## src/rtl/mul_pkg.sv

```systemverilog
// Shared definitions for the iterative shift-add multiplier.
// Default operand width, iteration count, counter sizing and FSM state encoding.
package mul_pkg;

  localparam int MUL_WIDTH = 32;
  localparam int MUL_ITER  = MUL_WIDTH;

  // Wide enough to hold the value WIDTH itself.
  function automatic int cnt_width(input int w);
    return $clog2(w + 1);
  endfunction

  localparam int MUL_CNT_W = cnt_width(MUL_WIDTH);

  typedef enum logic [1:0] {
    IDLE = 2'd0,
    CALC = 2'd1,
    FIX  = 2'd2
  } state_t;

endpackage

```

## src/rtl/cond_negate.sv

```systemverilog
// Conditional two's-complement negation: dout = neg ? -din : din.
// Used for operand magnitudes and for the final product sign fix.
module cond_negate #(
  parameter int N = 32
) (
  input  logic         neg,
  input  logic [N-1:0] din,
  output logic [N-1:0] dout
);

  assign dout = neg ? (~din + N'(1)) : din;

endmodule

```

## src/rtl/seq_multiplier.sv

```systemverilog
// Radix-2 shift-add multiplier, signed (MULT) or unsigned (MULTU), fixed latency.
// Produces the full 2*WIDTH product into hi_out/lo_out with a start/busy/done handshake.
//
//   state | meaning
//   ------+----------------------------------------------------------
//   IDLE  | waiting for start_sig; operands latched on accept
//   CALC  | WIDTH add/shift iterations on the operand magnitudes
//   FIX   | sign correction, load hi/lo, pulse done_sig
module seq_multiplier
  import mul_pkg::*;
#(
  parameter int WIDTH = MUL_WIDTH
) (
  input  logic             clk_sig,
  input  logic             rst_n_sig,
  input  logic             ena_sig,
  input  logic             start_sig,
  input  logic             sign_flag,
  input  logic [WIDTH-1:0] op_a,
  input  logic [WIDTH-1:0] op_b,
  output logic             busy_sig,
  output logic             done_sig,
  output logic [WIDTH-1:0] hi_out,
  output logic [WIDTH-1:0] lo_out
);

  localparam int ITER  = WIDTH;
  localparam int CNT_W = cnt_width(WIDTH);

  state_t             state_q, state_d;
  logic [CNT_W-1:0]   cnt_q, cnt_d;
  logic [2*WIDTH:0]   acc_q, acc_d;
  logic [WIDTH-1:0]   mag_a_q, mag_a_d;
  logic [WIDTH-1:0]   mag_b_q, mag_b_d;
  logic               neg_q, neg_d;
  logic               busy_q, busy_d;
  logic               done_q, done_d;
  logic [WIDTH-1:0]   hi_q, hi_d;
  logic [WIDTH-1:0]   lo_q, lo_d;

  logic               neg_a, neg_b;
  logic [WIDTH-1:0]   abs_a, abs_b;
  logic [2*WIDTH-1:0] product;
  logic [WIDTH:0]     upper_sum;
  logic [2*WIDTH:0]   acc_added;

  assign neg_a = ~sign_flag & op_a[WIDTH-1];
  assign neg_b = ~sign_flag & op_b[WIDTH-1];

  cond_negate #(.N(WIDTH)) u_abs_a (
    .neg  (neg_a),
    .din  (op_a),
    .dout (abs_a)
  );

  cond_negate #(.N(WIDTH)) u_abs_b (
    .neg  (neg_b),
    .din  (op_b),
    .dout (abs_b)
  );

  cond_negate #(.N(2*WIDTH)) u_fix (
    .neg  (neg_q),
    .din  (acc_q[2*WIDTH-1:0]),
    .dout (product)
  );

  // Bit 2W of acc is always clear entering an iteration, so the upper sum never overflows W+1 bits.
  assign upper_sum = acc_q[2*WIDTH:WIDTH] + {1'b0, mag_a_q};
  assign acc_added = mag_b_q[0] ? {upper_sum, acc_q[WIDTH-1:0]} : acc_q;

  always_comb begin
    state_d = state_q;
    cnt_d   = cnt_q;
    acc_d   = acc_q;
    mag_a_d = mag_a_q;
    mag_b_d = mag_b_q;
    neg_d   = neg_q;
    busy_d  = busy_q;
    done_d  = 1'b0;
    hi_d    = hi_q;
    lo_d    = lo_q;

    unique case (state_q)
      IDLE: begin
        if (start_sig) begin
          mag_a_d = abs_a;
          mag_b_d = abs_b;
          neg_d   = neg_a ^ neg_b;
          acc_d   = '0;
          cnt_d   = '0;
          busy_d  = 1'b1;
          state_d = CALC;
        end
      end
      CALC: begin
        acc_d   = acc_added >> 1;
        mag_b_d = mag_b_q >> 1;
        cnt_d   = cnt_q + CNT_W'(1);
        if (cnt_q == CNT_W'(ITER - 1)) begin
          state_d = FIX;
        end
      end
      FIX: begin
        hi_d    = product[2*WIDTH-1:WIDTH];
        lo_d    = product[WIDTH-1:0];
        done_d  = 1'b1;
        busy_d  = 1'b0;
        state_d = IDLE;
      end
      default: begin
        state_d = IDLE;
      end
    endcase
  end

  // ena_sig low freezes everything, including a pending done pulse.
  always_ff @(posedge clk_sig or negedge rst_n_sig) begin
    if (!rst_n_sig) begin
      state_q <= IDLE;
      cnt_q   <= '0;
      acc_q   <= '0;
      mag_a_q <= '0;
      mag_b_q <= '0;
      neg_q   <= 1'b0;
      busy_q  <= 1'b0;
      done_q  <= 1'b0;
      hi_q    <= '0;
      lo_q    <= '0;
    end else if (ena_sig) begin
      state_q <= state_d;
      cnt_q   <= cnt_d;
      acc_q   <= acc_d;
      mag_a_q <= mag_a_d;
      mag_b_q <= mag_b_d;
      neg_q   <= neg_d;
      busy_q  <= busy_d;
      done_q  <= done_d;
      hi_q    <= hi_d;
      lo_q    <= lo_d;
    end
  end

  assign busy_sig = busy_q;
  assign done_sig = done_q;
  assign hi_out   = hi_q;
  assign lo_out   = lo_q;

endmodule

```

## config.mk

```make
export PLATFORM = sky130hd
export DESIGN_NAME = seq_multiplier
export DESIGN_NICKNAME = d
export VERILOG_FILES = /design/src/rtl/mul_pkg.sv /design/src/rtl/cond_negate.sv /design/src/rtl/seq_multiplier.sv
export SDC_FILE = /design/constraint.sdc
export NUM_CORES = 1
export LEC_CHECK = 0
export ABC_AREA = 1
export BUFFER_PORTS_ARGS = -buffer_cell sky130_fd_sc_hd__buf_2
export CORE_MARGIN = 2
export CORE_UTILIZATION = 61
export DETAILED_ROUTE_END_ITERATION = 16
export PLACE_DENSITY = 0.89
export SYNTH_ARGS = -nofsm -noshare
export SYNTH_HDL_FRONTEND = slang
export SYNTH_HIERARCHICAL = 1
export SYNTH_SLANG_ARGS = --single-unit
export TNS_END_PERCENT = 50
```

## constraint.sdc

```tcl
create_clock -name clk_sig -period 2.4 [get_ports clk_sig]
set_input_delay 0.36 -clock clk_sig [delete_from_list [all_inputs] [get_ports clk_sig]]
set_output_delay 0.36 -clock clk_sig [all_outputs]
set_load 0.02 [all_outputs]
```

======== Yosys cells after proc, flatten, opt, wreduce, memory -nomap -nowiden ========
Cells that the tools add are included.
cells by class
  reductions and logical operators ........ 8
  $add $sub $neg .......................... 5
  eq/ne operators ......................... 5
  bitwise logic cells ..................... 7
  muxes and demuxes ....................... 16
operators with widths
  operator                                        count
  two-way mux 65 bit                              2
  case mux 65 bit (2 select lines)                1
  two-way mux 32 bit                              3
  adder 32 x 1 -> 32 bit (second input constant)  2
  adder 64 x 1 -> 64 bit (second input constant)  1
  two-way mux 64 bit                              1
  NOT 32 bit                                      2
  NOT 64 bit                                      1
  case mux 32 bit (2 select lines)                1
  adder 33 x 32 -> 33 bit                         1
  case mux 6 bit (2 select lines)                 1
  AND reduction 3 bit                             4
  adder 6 x 1 -> 6 bit (second input constant)    1
  == test 6 x 5 -> 1 bit (second input constant)  1
  two-way mux 6 bit                               1
  two-way mux 2 bit                               2
  inequality test 2 bit (second input constant)   2
  case mux 2 bit (2 select lines)                 1
  nonzero test 2 bit                              2
  AND 1 bit                                       2
  == test 2 x 1 -> 1 bit (second input constant)  1
  == test 2 bit (second input constant)           1
  zero test 2 bit                                 1
  two-way mux 1 bit                               2
  4 further kinds                                 4
word-level totals
  register bits ........................... 204
  bits of input ports ..................... 69

======== Depth between registers and ports, before layout ========
Gate-level depths: netlist (run 1).
  word-level depth ........................ 5
  gate-level depth with buffers ........... 15
  gate-level depth less buffers ........... 15

======== By module ========
Netlist (run 1), hierarchy kept.
modules (own cells, without submodules)
  module                     times used  area each (sq um)  cells an instance
  seq_multiplier             1           10586.4            1432
  cond_negate (u_fix)        1           2466.1             498
  cond_negate (u_abs_a ...)  2           1108.6             227

======== Worst setup path before layout (run 1) ========
Ideal clock, no wire load.
  path kind ............................... register -> register
  start point ............................. reg acc_q[32]
  end point ............................... reg acc_q[51]
  buffers on the path ..................... 0
  clock period less this slack ............ 1968 ps
  data required time ...................... 2274 ps
  path slack .............................. 432 ps
  cell stages (with the launch flop) ...... 13
  arrival time ............................ 1842 ps
  cells stage by stage .................... dfrtp_1 -> ha_1 -> fa_1 -> nand3_1 -> nand3_1 -> nand3_1 -> nand3_1 -> nand2_1 -> nand2_1 -> nand2_1 -> nand3_1 -> nand2_1 -> o21ai_0
between the ends
  word-level cells in the longest chain between the ends .. 3
ends and longest elaborated chain
  what                              RTL line               text
  start: declaration                seq_multiplier.sv:32   logic [2*WIDTH:0] acc_q, acc_d;
  start signal: assignment          seq_multiplier.sv:122  acc_q <= '0;
  start signal: assignment          seq_multiplier.sv:133  acc_q <= acc_d;
  adder 33 x 32 -> 33 bit           seq_multiplier.sv:69   assign upper_sum = acc_q[2*WIDTH:WIDTH] + {1'b0, mag_a_q};
  two-way mux 65 bit                seq_multiplier.sv:70   assign acc_added = mag_b_q[0] ? {upper_sum, acc_q[WIDTH-1:0]} : acc_q;
  case mux 65 bit (2 select lines)  seq_multiplier.sv:84   unique case (state_q)
No other way between the ends.
A chain may end at the register's enable or synchronous reset.

======== Final worst setup path (run 1) ========
  start point ............................. reg acc_q[41]
  end point ............................... reg acc_q[41]
Same word-level chain as after synthesis.

==> results.md, run 1 <==
- Netlist Area Pre-Place: 15,300 um^2
- Routed length on met1: between 15,000 and 20,000 um
- Gate power share: a little under three fifths
- Total DRC errors in the routed layout: 0
- Area growth from synthesis to layout: 11.7%
- Number of fill cells in the layout: roughly 2,100
- Clock Sink Count: approximately 200
- Share of flip-flops with an asynchronous set or reset: 100%
- CTS Buf Count: 22
- Seq cells post-synth: 203
- Most frequent cells in the layout: sky130_fd_sc_hd__nand2_1, sky130_fd_sc_hd__inv_1, sky130_fd_sc_hd__nor2_1
- Clk buf depth: 3
- Setup tns final: 0 ns
- Post-place setup slack: ~0.26 ns
- First-pass GRT wire length: around 69,000 um
- TritonCTS clock tree: done
- Signal arrival time at the worst endpoint: about 2.6 ns
- Primary FF master, synth: sky130_fd_sc_hd__dfrtp_1
- Nets in the synthesized netlist: 2,490
- Top Layer Used: met4
- R2R Setup Slk: 0.21 ns
- First-pass iteration count of the detailed router: 8
- Power dissipated by switching net loads: about 11,000 uW
- Post-CTS Setup Inserts: 0
- Horizontal extent of the die: between 150 and 200 um
- Register area share after synthesis: between 30% and 40%
- Peak fanout along the critical path: 6
- Final weighted congestion in routability-driven placement: about 1.0
- Number of endpoints failing setup at the final stage: 0
- Fraction of post-synthesis cell area in the top cell type by area: around 33%
- PD cells: 1250 nW/um^2
- Total Die Area: about 26,000 um^2
- Max-slew headroom: 45.6%
- Final hold violation count: 0
- Die height: approximately 160 um
- Detailed Route Iter0 Violations: 1,531
- Slack of the critical path: a little over 0.2 ns
- Synth area leaders: sky130_fd_sc_hd__dfrtp_1, sky130_fd_sc_hd__nand2_1, sky130_fd_sc_hd__inv_1, sky130_fd_sc_hd__nor2_1, sky130_fd_sc_hd__nand3_1
- Net switching fraction of the power: between 50 and 60%
- Critical Path RT: between 2 and 3 ns
- Antenna violations before repair: 0
- Clk pwr share: ~16%
- Most common cell after layout, fill and taps aside: sky130_fd_sc_hd__nand2_1
- Clock Tree Root: sky130_fd_sc_hd__clkbuf_16
- H-tree level count: 1
- Vias in the first global route: between 10,000 and 15,000
- Outcome: complete, no violations
- HPWL after DPL: 32,300 um
- Detail Route met2 WL: 18,800 um
- Measured slew at the worst slew-check pin: between 0.8 and 0.9 ns
- Number of I/O pins: 135
- Initial Util: 62.4%
- Worst ir drop on vdd: about 0.77 mV
- Largest net degree at the start of global routing: between 60 and 70
- Top cell type by total area after synthesis: sky130_fd_sc_hd__dfrtp_1
- Routed Antenna Nets: 0
- Yosys warning total: 6
- Core outline area: roughly 24,000 um^2
- Clock-pin slew on the worst setup and hold paths: 0.06 ns
- Antenna Cells: 0
- Maximum clock skew at final layout: approximately 0.025 ns
- Sum of met3 wire segment lengths after detailed routing: 3330 um
- Wire length reported by the detailed router: between 40,000 and 50,000 um
- Sequential cell area: ~5100 um^2
- Ratio of cells with drive above 1 in the final layout: between 10% and 20%
- Routed wire length per instance: 14.8 um
- Unrepaired setup endpoints after global routing: no
- Clock latency reported for the late side of the worst-skew pair: roughly 0.53 ns
- Total track usage: between 30% and 40%
- Count of flip-flops with a built-in enable after synthesis: 0
- Avg Inst Size Synth: ~6.4 um^2
- Register share of total power: about a quarter
- Final max-slew violation count: 0
- Final period utilization: about nine tenths
- Count of nets after finishing: ~2,600
- Number of buffers inserted by port buffering: approximately 130
- Multi-input gate area in the final layout: between 8000 and 9000 um^2
- Max Clk Rate: 456 MHz
- Congestion Overflow GR: 0
- Sort of element at the start of the critical path: flop
- Count of cell types in the netlist: just over 40
- Worst Setup End Kind: flop
- Post-Synthesis Cells: between 2,000 and 2,500
- Critical path start-end classification: flop to flop
- LEAKAGE: 0.00947 uW
- Total number of vias: ~15,000
- P_int: about 11,000 uW
- Type of the tightest min-delay check: primary input to flop
- # rows: 57
- Avg Vias per Cell: about 5.4
- Final critical delay including setup and external delays: approximately 2.2 ns
- Number of max-cap violations: 0
## kinds of logic (layout without fill, tap and decap cells)
logic type / count (synthesis) / in the layout / share of synthesized area, %
flops: 203 / 203 / 33.3
fa+ha+maj: 37 / 37 / 3.08
buf+inv: 368 / 499 / 9.65
compound gates: 195 / 195 / 8.05
simple gates: 1506 / 1506 / 41.6
xor+xnor: 75 / 75 / 4.35
## path summary, 6_finish.rpt
kind,to,from,depth (start not counted)
hold / removal,mag_a_q[0],op_a[0],3
hold reg to reg,hi_out[23],hi_out[23],2
min in group asynchronous,lo_out[8],rst_n_sig,2
setup reg to reg,acc_q[41],acc_q[41],10
setup / recovery,acc_q[41],acc_q[41],10
max in group asynchronous,hi_out[24],rst_n_sig,3
## state kept, by name, summed over array words and instances (netlist names)
register,flops
hi_out,32
done_sig,1
mag_a_q,32
mag_b_q,32
state_q,2
acc_q,64
busy_sig,1
cnt_q,6
neg_q,1
lo_out,32
## Yosys cell counts (2+ instances only)
cell and n:
sky130_fd_sc_hd__dfrtp_1 203, sky130_fd_sc_hd__nand2_4 5, sky130_fd_sc_hd__inv_2 7, sky130_fd_sc_hd__o21ai_2 6, sky130_fd_sc_hd__nor2_1 279, sky130_fd_sc_hd__o21ai_4 6
sky130_fd_sc_hd__inv_6 2, sky130_fd_sc_hd__nor2_4 19, sky130_fd_sc_hd__buf_1 4, sky130_fd_sc_hd__o21ai_0 69, sky130_fd_sc_hd__ha_1 36, sky130_fd_sc_hd__a21oi_1 43
sky130_fd_sc_hd__buf_4 8, sky130_fd_sc_hd__o21ai_1 11, sky130_fd_sc_hd__nand3_4 3, sky130_fd_sc_hd__nand2_1 982, sky130_fd_sc_hd__inv_1 289, sky130_fd_sc_hd__o211ai_1 2
sky130_fd_sc_hd__nand2_2 21, sky130_fd_sc_hd__o221ai_1 31, sky130_fd_sc_hd__clkbuf_1 16, sky130_fd_sc_hd__nand3b_1 6, sky130_fd_sc_hd__nand3_2 4, sky130_fd_sc_hd__nor3_1 8
sky130_fd_sc_hd__nor2_8 5, sky130_fd_sc_hd__xnor2_1 30, sky130_fd_sc_hd__o22ai_1 20, sky130_fd_sc_hd__buf_2 42, sky130_fd_sc_hd__o21bai_1 4, sky130_fd_sc_hd__nand4_1 25
sky130_fd_sc_hd__xor2_1 44, sky130_fd_sc_hd__nor2_2 26, sky130_fd_sc_hd__nand3_1 120
## cell type report
| type | instances | area share, % |
|---|---|---|
| multi-input combinational | 1813 | 51.2 |
| sequential | 203 | 29.8 |
| inverter | 298 | 6.61 |
| timing repair buffer | 161 | 5.62 |
| clock buffer | 32 | 3.98 |
| tap | 324 | 2.38 |
| clock inverter | 8 | 0.462 |
## worst max-delay path, cell delays in order (launching register included)
cell                      delay [ns]
sky130_fd_sc_hd__dfrtp_1        0.46
sky130_fd_sc_hd__ha_1           0.39
sky130_fd_sc_hd__nand2_1        0.16
sky130_fd_sc_hd__inv_1          0.05
sky130_fd_sc_hd__nand2_1        0.06
sky130_fd_sc_hd__nand2_1        0.09
sky130_fd_sc_hd__inv_1          0.07
sky130_fd_sc_hd__nand3_1        0.20
sky130_fd_sc_hd__xor2_1         0.20
sky130_fd_sc_hd__o21ai_0        0.24
sky130_fd_sc_hd__o21ai_0        0.14
## layer usage
layer / up-vias / global-route usage [%]
li1: 7623 / -
met1: 6966 / 44.0
met2: 671 / 52.0
met3: 109 / 3.37
met4: 0 / 12.8
met5: - / 0
## power groups by stage
stage	Sequential, uW	Clock [uW]	Combinational (uW)
final	5650	3500	12200
after global placement	5590	0	11600
after detailed placement	5650	0	11800
after CTS	5600	3530	12000
after global routing	5770	3670	13600
after floorplan	5260	0	9140
## repair_timing
item / 4_1_cts / 5_1_grt
endpoints found under the hold margin: 41 / 0
hold buffers: 1 / 0
setup endpoints to repair: 0 / 0
gates resized for setup: 0 / 0
## metrics by stage
stage,cells,instance area (um^2),hold WS (ns),power [uW],util (%)
global placement,2798,16300,0.315,17200,66.6
detailed placement,2798,16300,0.316,17500,66.6
finish,2839,17100,0.0984,21400,69.7
global route,2839,17100,0.108,23000,69.7
CTS,2839,17100,0.0877,21100,69.7
floorplan,2384,15300,0.0644,14400,-
(Power assumes the default switching activity.)
==> run 2: changes to the inputs <==
- BUFFER_PORTS_ARGS: -buffer_cell sky130_fd_sc_hd__buf_2 -> -buffer_cell sky130_fd_sc_hd__buf_4
- PLACE_DENSITY: 0.89 -> 0.9
- SYNTH_HIERARCHICAL: 1 -> unset
==> results.md, run 2 <==
- Seq cells post-synth: 203 (unchanged)
- Unrepaired setup endpoints after global routing: no (unchanged)
- Register share of total power: 25.1% (was 26.4%)
- Net switching fraction of the power: 52.1% (was 50.7%)
- Hold path cells: 4 (was 3)
- Post-Place Cell Area: 16,000 um^2 (was 16,300 um^2)
- Gate power share: 58.5% (was 57.2%)
- # rows: 56 (was 57)
- Clock-pin slew on the worst setup and hold paths: 0.07 ns (was 0.06 ns)
- Clock Sink Count: 203 (unchanged)
- Total DRC errors in the routed layout: 0 (unchanged)
- Top cell type by total area after synthesis: sky130_fd_sc_hd__dfrtp_1 (unchanged)
- Clk buf depth: 3 (unchanged)
- Largest net degree at the start of global routing: 95 (was 67)
- Max-slew headroom: 55.8% (was 45.6%)
- Nets in the synthesized netlist: 2,356 (was 2,490)
- Final period utilization: 91.7% (was 91.4%)
- HPWL after DPL: 33,800 um (was 32,300 um)
- Final max-slew violation count: 0 (unchanged)
- CTS Buf Count: 24 (was 22)
- Outcome: complete, no violations (unchanged)
- Count of flip-flops with a built-in enable after synthesis: 0 (unchanged)
- Clock latency reported for the late side of the worst-skew pair: 0.54 ns (was 0.53 ns)
- Final instance area: 16,800 um^2 (was 17,100 um^2)
- Most common cell after layout, fill and taps aside: sky130_fd_sc_hd__nand2_1 (unchanged)
- Met1 track demand over resource in global routing: 49.7% (was 44.0%)
- Measured slew at the worst slew-check pin: 0.662 ns (was 0.815 ns)
- Die height: 158 um (was 162 um)
- Util after Layout: 71.7% (was 69.7%)
- PD cells: 1340 nW/um^2 (was 1250 nW/um^2)
- Type of the tightest min-delay check: primary input to flop (unchanged)
- Total Die Area: 25,100 um^2 (was 26,300 um^2)
- Core outline area: 23,500 um^2 (was 24,500 um^2)
- Signal arrival time at the worst endpoint: 2.63 ns (was 2.58 ns)
- Global-route track usage on met3: 3.92% (was 3.37%)
- H-tree level count: 1 (unchanged)
- Number of buffers inserted by port buffering: 134 (unchanged)
- Clock Tree Root: sky130_fd_sc_hd__clkbuf_16 (unchanged)
- Routing layer with the top usage in global route: met2 (unchanged)
- Primary FF master, synth: sky130_fd_sc_hd__dfrtp_1 (unchanged)
- Sort of element at the start of the critical path: flop (unchanged)
- Netlist Area Pre-Place: 14,600 um^2 (was 15,300 um^2)
- Slack of the critical path: 0.198 ns (was 0.205 ns)
- Number of flip-flops in the largest register: 64 (unchanged)
- First-pass GRT wire length: 70,400 um (was 69,100 um)
- Congestion Overflow GR: 0 (unchanged)
- Wire length reported by the detailed router: 44,100 um (was 41,900 um)
- Met2 usage in global routing: 56.6% (was 52.0%)
- Final weighted congestion in routability-driven placement: 0.962 (was 1.04)
- Critical Path RT: 2.83 ns (was 2.79 ns)
- Critical path start-end classification: flop to flop (unchanged)
- Post-CTS Setup Inserts: 0 (unchanged)
- Peak fanout along the critical path: 5 (was 6)
- Yosys warning total: 0 (was 6)
- Routed Antenna Nets: 0 (unchanged)
- Number of fill cells in the layout: 1,970 (was 2,106)
- Cell with the most instances after synthesis: sky130_fd_sc_hd__nand2_1 (unchanged)
- Number of max-cap violations: 0 (unchanged)
- Avg Inst Size Synth: 6.47 um^2 (was 6.41 um^2)
- Antenna Cells: 0 (unchanged)
- Avg Vias per Cell: 5.63 (was 5.41)
- Setup tns final: 0 ns (unchanged)
- Initial Util: 62.0% (was 62.4%)
- Max Clk Rate: 454 MHz (was 456 MHz)
- Final hold violation count: 0 (unchanged)
- TritonCTS clock tree: done (unchanged)
- P_int: 10,800 uW (was 10,600 uW)
- Antenna violations before repair: 0 (unchanged)
- Worst reg2reg path depth: 13 (was 10)
- Maximum clock skew at final layout: 0.0348 ns (was 0.0249 ns)
- Final critical delay including setup and external delays: 2.20 ns (was 2.19 ns)
- Number of endpoints failing setup at the final stage: 0 (unchanged)
- Top register by number of flip-flops: acc_q (unchanged)
- Power dissipated by switching net loads: 11,700 uW (was 10,800 uW)
- Routed wire length per instance: 16.3 um (was 14.8 um)
- Count of nets after finishing: 2,475 (was 2,605)
- Vias in the first global route: 14,034 (was 14,355)
- Most frequent cells in the layout: sky130_fd_sc_hd__nand2_1, sky130_fd_sc_hd__inv_1, sky130_fd_sc_hd__nor2_1 (unchanged)
- Ratio of cells with drive above 1 in the final layout: 11.6% (was 12.3%)
- Total number of vias: 15,236 (was 15,369)
- Top cells by instance count after synthesis: sky130_fd_sc_hd__nand2_1, sky130_fd_sc_hd__inv_1, sky130_fd_sc_hd__nor2_1, sky130_fd_sc_hd__dfrtp_1, sky130_fd_sc_hd__nand3_1 (unchanged)
- Register area share after synthesis: 34.9% (was 33.3%)
- Area growth from synthesis to layout: 15.5% (was 11.7%)
- Clk pwr share: 16.4% (about the same)
- Total track usage: 35.3% (was 31.9%)
- Worst Setup End Kind: flop (unchanged)
- Number of I/O pins: 135 (unchanged)
- Worst ir drop on vdd: 1.05 mV (was 0.765 mV)
- Post-Synthesis Cells: 2,250 (was 2,384)
- Horizontal extent of the die: 158 um (was 162 um)
- Share of flip-flops with an asynchronous set or reset: 100% (unchanged)
- Synth area leaders: sky130_fd_sc_hd__dfrtp_1, sky130_fd_sc_hd__nand2_1, sky130_fd_sc_hd__nand3_1, sky130_fd_sc_hd__inv_1, sky130_fd_sc_hd__nor2_1 (was sky130_fd_sc_hd__dfrtp_1, sky130_fd_sc_hd__nand2_1, sky130_fd_sc_hd__inv_1, sky130_fd_sc_hd__nor2_1, sky130_fd_sc_hd__nand3_1)
- LEAKAGE: 0.00887 uW (was 0.00947 uW)
- Fraction of post-synthesis cell area in the top cell type by area: 34.9% (was 33.3%)
- Post-place setup slack: 0.155 ns (was 0.256 ns)
- First-pass iteration count of the detailed router: 7 (was 8)
- Detailed Route Iter0 Violations: 1,235 (was 1,531)
- Count of cell types in the netlist: 45 (was 41)
==> run 2: cell count changes in the layout (fill, tap and decap cells not counted), sizes merged, moves of 17 or more <==
cell / previous run / this run
nand2: 1008 / 746
o21ai: 92 / 182
nand3: 127 / 207
a21oi: 43 / 106
nor2: 329 / 272
inv: 298 / 270
o221ai: 31 / 3
xnor2: 30 / 5
o22ai: 20 / 3
==> run 2: final cells by class <==
type                       count  area (um^2)  share of cell area, %
sequential                   203         5080                   30.2
inverter                     275         1030                   6.15
tap                          319          399                   2.37
clock inverter                 9         92.6                  0.550
multi-input combinational   1701         8170                   48.5
timing repair buffer         164         1330                   7.89
clock buffer                  34          718                   4.27
==> run 2: cell families after synthesis <==
logic type	synth area share, %
AOI/OAI and AO/OA	12.8
xor gates and xnor gates	2.95
adders and majority gates	3.23
buffers and inverters	9.21
DFF	34.9
and+or+nand+nor	36.9
==> run 2: per-layer routing <==
| layer | routed length [um] | up-vias | share of wire [%] |
|---|---|---|---|
| met3 | 3360 | 96 | 7.6 |
| li1 | - | 7439 | - |
| met5 | 0 | - | 0 |
| met1 | 19600 | 7036 | 44 |
| met4 | 1690 | 0 | 3.8 |
| met2 | 19500 | 665 | 44 |
==> run 2: metrics by stage <==
stage	hold slack [ns]	instances	power [uW]
2_1_floorplan	0.0644	2250	14600
3_3_place_gp	0.374	2661	18000
3_5_place_dp	0.384	2661	18400
4_1_cts	0.121	2705	22200
5_1_grt	0.156	2705	24200
6_report	0.123	2705	22500
==> run 2: timing repair <==
| item | 4_1_cts | 5_1_grt |
|---|---|---|
| endpoints found under the hold margin | 59 | 0 |
| hold buffers | 1 | 0 |
| resized for setup | 0 | 3 |
| endpoints found under the setup margin | 0 | 8 |
==> run 2: power by group through the flow <==
stage                     clock network [uW]  logic, uW  registers, uW
after CTS                               3690      12900           5580
after floorplan                            0       9360           5280
final                                   3680      13100           5640
after global routing                    3820      14600           5740
after detailed placement                   0      12700           5630
after global placement                     0      12400           5570
==> run 2: critical path, cell delays in order (launching register included) <==
cell and delay, ns:
sky130_fd_sc_hd__dfrtp_1 0.44, sky130_fd_sc_hd__ha_1 0.38, sky130_fd_sc_hd__nand2_1 0.18, sky130_fd_sc_hd__inv_1 0.06
sky130_fd_sc_hd__nand2_1 0.06, sky130_fd_sc_hd__nand2_1 0.10, sky130_fd_sc_hd__inv_1 0.08, sky130_fd_sc_hd__nand3_1 0.19
sky130_fd_sc_hd__nand2_1 0.11, sky130_fd_sc_hd__nand2_1 0.07, sky130_fd_sc_hd__nand2_1 0.07, sky130_fd_sc_hd__nand2_1 0.07
sky130_fd_sc_hd__o21ai_0 0.21, sky130_fd_sc_hd__nand2_1 0.07
==> run 2: path summary, 6_finish.rpt <==
check / startpoint / to / slack (ns)
worst max-delay path: acc_q[40] / acc_q[48] / 0.20
worst min-delay path: op_a[29] / mag_a_q[29] / 0.12
worst max register to register: acc_q[40] / acc_q[48] / 0.20
worst min register to register: cnt_q[2] / cnt_q[2] / 0.46
max in group asynchronous: rst_n_sig / acc_q[32] / 1.33
min in group asynchronous: rst_n_sig / lo_out[17] / 0.37
==> run 3: changes to the inputs <==
- clock period: 2.4 -> 2.3 ns (I/O delays scaled with it)
==> results.md, run 3 (synthesis results as in run 2) <==
- Outcome: complete, no violations (unchanged)
- Slack of the critical path: 0.184 ns (was 0.198 ns)
- Area growth from synthesis to layout: 15.8% (was 15.5%)
- Filler-free cell count of the finished design: 2,710 (was 2,705)
- Register share of total power: 24.7% (was 25.1%)
- First-pass iteration count of the detailed router: 8 (was 7)
- Total Die Area: 25,100 um^2 (unchanged)
- Antenna Cells: 0 (unchanged)
- Delay-heaviest family, CP: simple AND/OR/NAND/NOR gates (unchanged)
- Congestion Overflow GR: 0 (unchanged)
- Number of flip-flops in the largest register: 64 (unchanged)
- Setup tns final: 0 ns (unchanged)
- Slowest library cell on the worst path: sky130_fd_sc_hd__dfrtp_1 (unchanged)
- R2R Setup Slk: 0.18 ns (was 0.20 ns)
- Count of nets after finishing: 2,480 (was 2,475)
- Worst ir drop on vdd: 1.05 mV (about the same)
- Gate power share: 58.9% (was 58.5%)
- Final critical delay including setup and external delays: 2.12 ns (was 2.20 ns)
- Post-place setup slack: 0.0974 ns (was 0.155 ns)
- LEAKAGE: 0.00890 uW (was 0.00887 uW)
- Core outline area: 23,500 um^2 (unchanged)
- Initial Util: 62.0% (unchanged)
- Die height: 158 um (unchanged)
- Post-CTS Setup Inserts: 0 (unchanged)
- Clock Sink Count: 203 (unchanged)
- Number of I/O pins: 135 (unchanged)
- Worst Setup End Kind: flop (unchanged)
- TritonCTS clock tree: done (unchanged)
- Total DRC errors in the routed layout: 0 (unchanged)
- Detailed Route Iter0 Violations: 1,495 (was 1,235)
- P_int: 11,300 uW (was 10,800 uW)
- Net switching fraction of the power: 52.0% (was 52.1%)
- Top register by number of flip-flops: acc_q (unchanged)
- Routed wire length per instance: 16.3 um (about the same)
- Total track usage: 35.5% (was 35.3%)
- Final instance area: 16,900 um^2 (was 16,800 um^2)
- # rows: 56 (unchanged)
- Measured slew at the worst slew-check pin: 0.658 ns (was 0.662 ns)
- Type of the tightest min-delay check: primary input to flop (unchanged)
- Critical Path RT: 2.72 ns (was 2.83 ns)
- Final max-slew violation count: 0 (unchanged)
- Max-slew headroom: 56.0% (was 55.8%)
- Most used cell along the critical path: sky130_fd_sc_hd__nand2_1 (unchanged)
- Clk pwr share: 16.4% (about the same)
- Endpoint of the worst hold path: mag_a_q[29] (unchanged)
- Clock Tree Root: sky130_fd_sc_hd__clkbuf_16 (unchanged)
- Startpoint of the lowest-slack hold path: op_a[29] (unchanged)
- Post-Place Cell Area: 16,000 um^2 (about the same)
- Critical path start-end classification: flop to flop (unchanged)
- Number of cells after detailed placement: 2,667 (was 2,661)
- Buffers and inverters on the worst path: 0 (was 2)
- Wire length reported by the detailed router: 44,200 um (was 44,100 um)
- Max Clk Rate: 473 MHz (was 454 MHz)
- Clock-pin slew on the worst setup and hold paths: 0.07 ns (about the same)
- Reg-to-reg critical path startpoint: acc_q[49] (was acc_q[40])
- Ordered cell list for the critical path: ha_1, nand2_1, nor2_1, nand2_1, nor2_1, nand2_1, nand3_1, nand3_1, nand2_1, nand2_1 (was ha_1, nand2_1, inv_1, nand2_1, nand2_1, inv_1, nand3_1, nand2_1, nand2_1, nand2_1, nand2_1, o21ai_0, nand2_1)
- Critical path's largest stage delay: 0.50 ns (was 0.44 ns)
- First-pass GRT wire length: 70,500 um (was 70,400 um)
- CTS Buf Count: 23 (was 24)
- Unrepaired setup endpoints after global routing: no (unchanged)
- Antenna violations before repair: 0 (unchanged)
- Routed Antenna Nets: 0 (unchanged)
- Power dissipated by switching net loads: 12,300 uW (was 11,700 uW)
- Clock latency reported for the late side of the worst-skew pair: 0.54 ns (about the same)
- Maximum clock skew at final layout: 0.0262 ns (was 0.0348 ns)
- Worst flop-to-flop path endpoint: acc_q[58] (was acc_q[48])
- Signal arrival time at the worst endpoint: 2.53 ns (was 2.63 ns)
- Ratio of cells with drive above 1 in the final layout: 11.8% (was 11.6%)
- Most frequent cells in the layout: sky130_fd_sc_hd__nand2_1, sky130_fd_sc_hd__inv_1, sky130_fd_sc_hd__nor2_1 (unchanged)
- Avg Vias per Cell: 5.63 (about the same)
- Final hold violation count: 0 (unchanged)
- Number of endpoints failing setup at the final stage: 0 (unchanged)
- H-tree level count: 1 (unchanged)
- Vias in the first global route: 13,863 (was 14,034)
- Largest net degree at the start of global routing: 95 (unchanged)
- Final period utilization: 92.0% (was 91.7%)
- Most common cell after layout, fill and taps aside: sky130_fd_sc_hd__nand2_1 (unchanged)
- Worst reg2reg path depth: 10 (was 13)
- Hold path cells: 4 (unchanged)
- HPWL after DPL: 33,700 um (was 33,800 um)
- Clk buf depth: 3 (unchanged)
- PD cells: 1400 nW/um^2 (was 1340 nW/um^2)
- Horizontal extent of the die: 158 um (unchanged)
- Number of max-cap violations: 0 (unchanged)
- Number of buffers inserted by port buffering: 134 (unchanged)
- Final weighted congestion in routability-driven placement: 0.979 (was 0.962)
- Sort of element at the start of the critical path: flop (unchanged)
- Peak fanout along the critical path: 6 (was 5)
- Total number of vias: 15,262 (was 15,236)
-- run 3: power groups by stage --
stage                     logic (uW)  registers (uW)  clock network, uW
after floorplan                 9760            5510                  0
after global placement         13100            5770                  0
after detailed placement       13400            5830                  0
after CTS                      13600            5780               3880
after global routing           15400            5940               4030
final                          13900            5830               3870
-- run 3: final cells by class --
type                            count  area (um^2)
Clock inverter                     13          165
Multi-Input combinational cell   1701         8180
Fill cell                        1966         6620
Timing Repair Buffer              170         1370
Sequential cell                   203         5080
Inverter                          275         1030
Clock buffer                       29          628
Tap cell                          319          399
-- run 3: routing by layer --
metal  GRT usage, %  wire length, um
met1           50.9            19400
met2           55.8            19700
met3           3.46             3290
met4           13.3             1730
met5              0                0
-- run 3: metrics by stage --
step / util, % / power (uW) / hold slack (ns)
floorplan: - / 15300 / 0.0494
global placement: 68.3 / 18900 / 0.371
detailed placement: 68.3 / 19300 / 0.374
CTS: 71.7 / 23300 / 0.105
global route: 71.8 / 25300 / 0.128
finish: 71.8 / 23600 / 0.113
-- run 3: worst max path at each step --
stage / to / cells past startpoint / slack, ns / from
detailed placement: acc_q[59] / 13 / 0.1 / acc_q[32]
CTS: acc_q[59] / 13 / 0.07 / acc_q[32]
finish: acc_q[58] / 10 / 0.18 / acc_q[49]
global route: acc_q[63] / 14 / 0.03 / acc_q[32]
floorplan: acc_q[47] / 13 / 0.36 / acc_q[32]
global placement: acc_q[51] / 13 / 0.16 / acc_q[32]
-- run 3: timing repair --
action                     CTS  global route
setup endpoints to repair    0             8
hold buffers                 1             0
gates resized for setup      0             5
hold endpoints to repair    58             0
-- run 3: worst reg2reg max path, cell delays in order, from the launching register on --
cell and delay (ns):
sky130_fd_sc_hd__dfrtp_1 0.50, sky130_fd_sc_hd__ha_1 0.40, sky130_fd_sc_hd__nand2_1 0.11, sky130_fd_sc_hd__nor2_1 0.24, sky130_fd_sc_hd__nand2_1 0.14, sky130_fd_sc_hd__nor2_1 0.10, sky130_fd_sc_hd__nand2_1 0.09, sky130_fd_sc_hd__nand3_1 0.10
sky130_fd_sc_hd__nand3_1 0.18, sky130_fd_sc_hd__nand2_1 0.11, sky130_fd_sc_hd__nand2_1 0.05
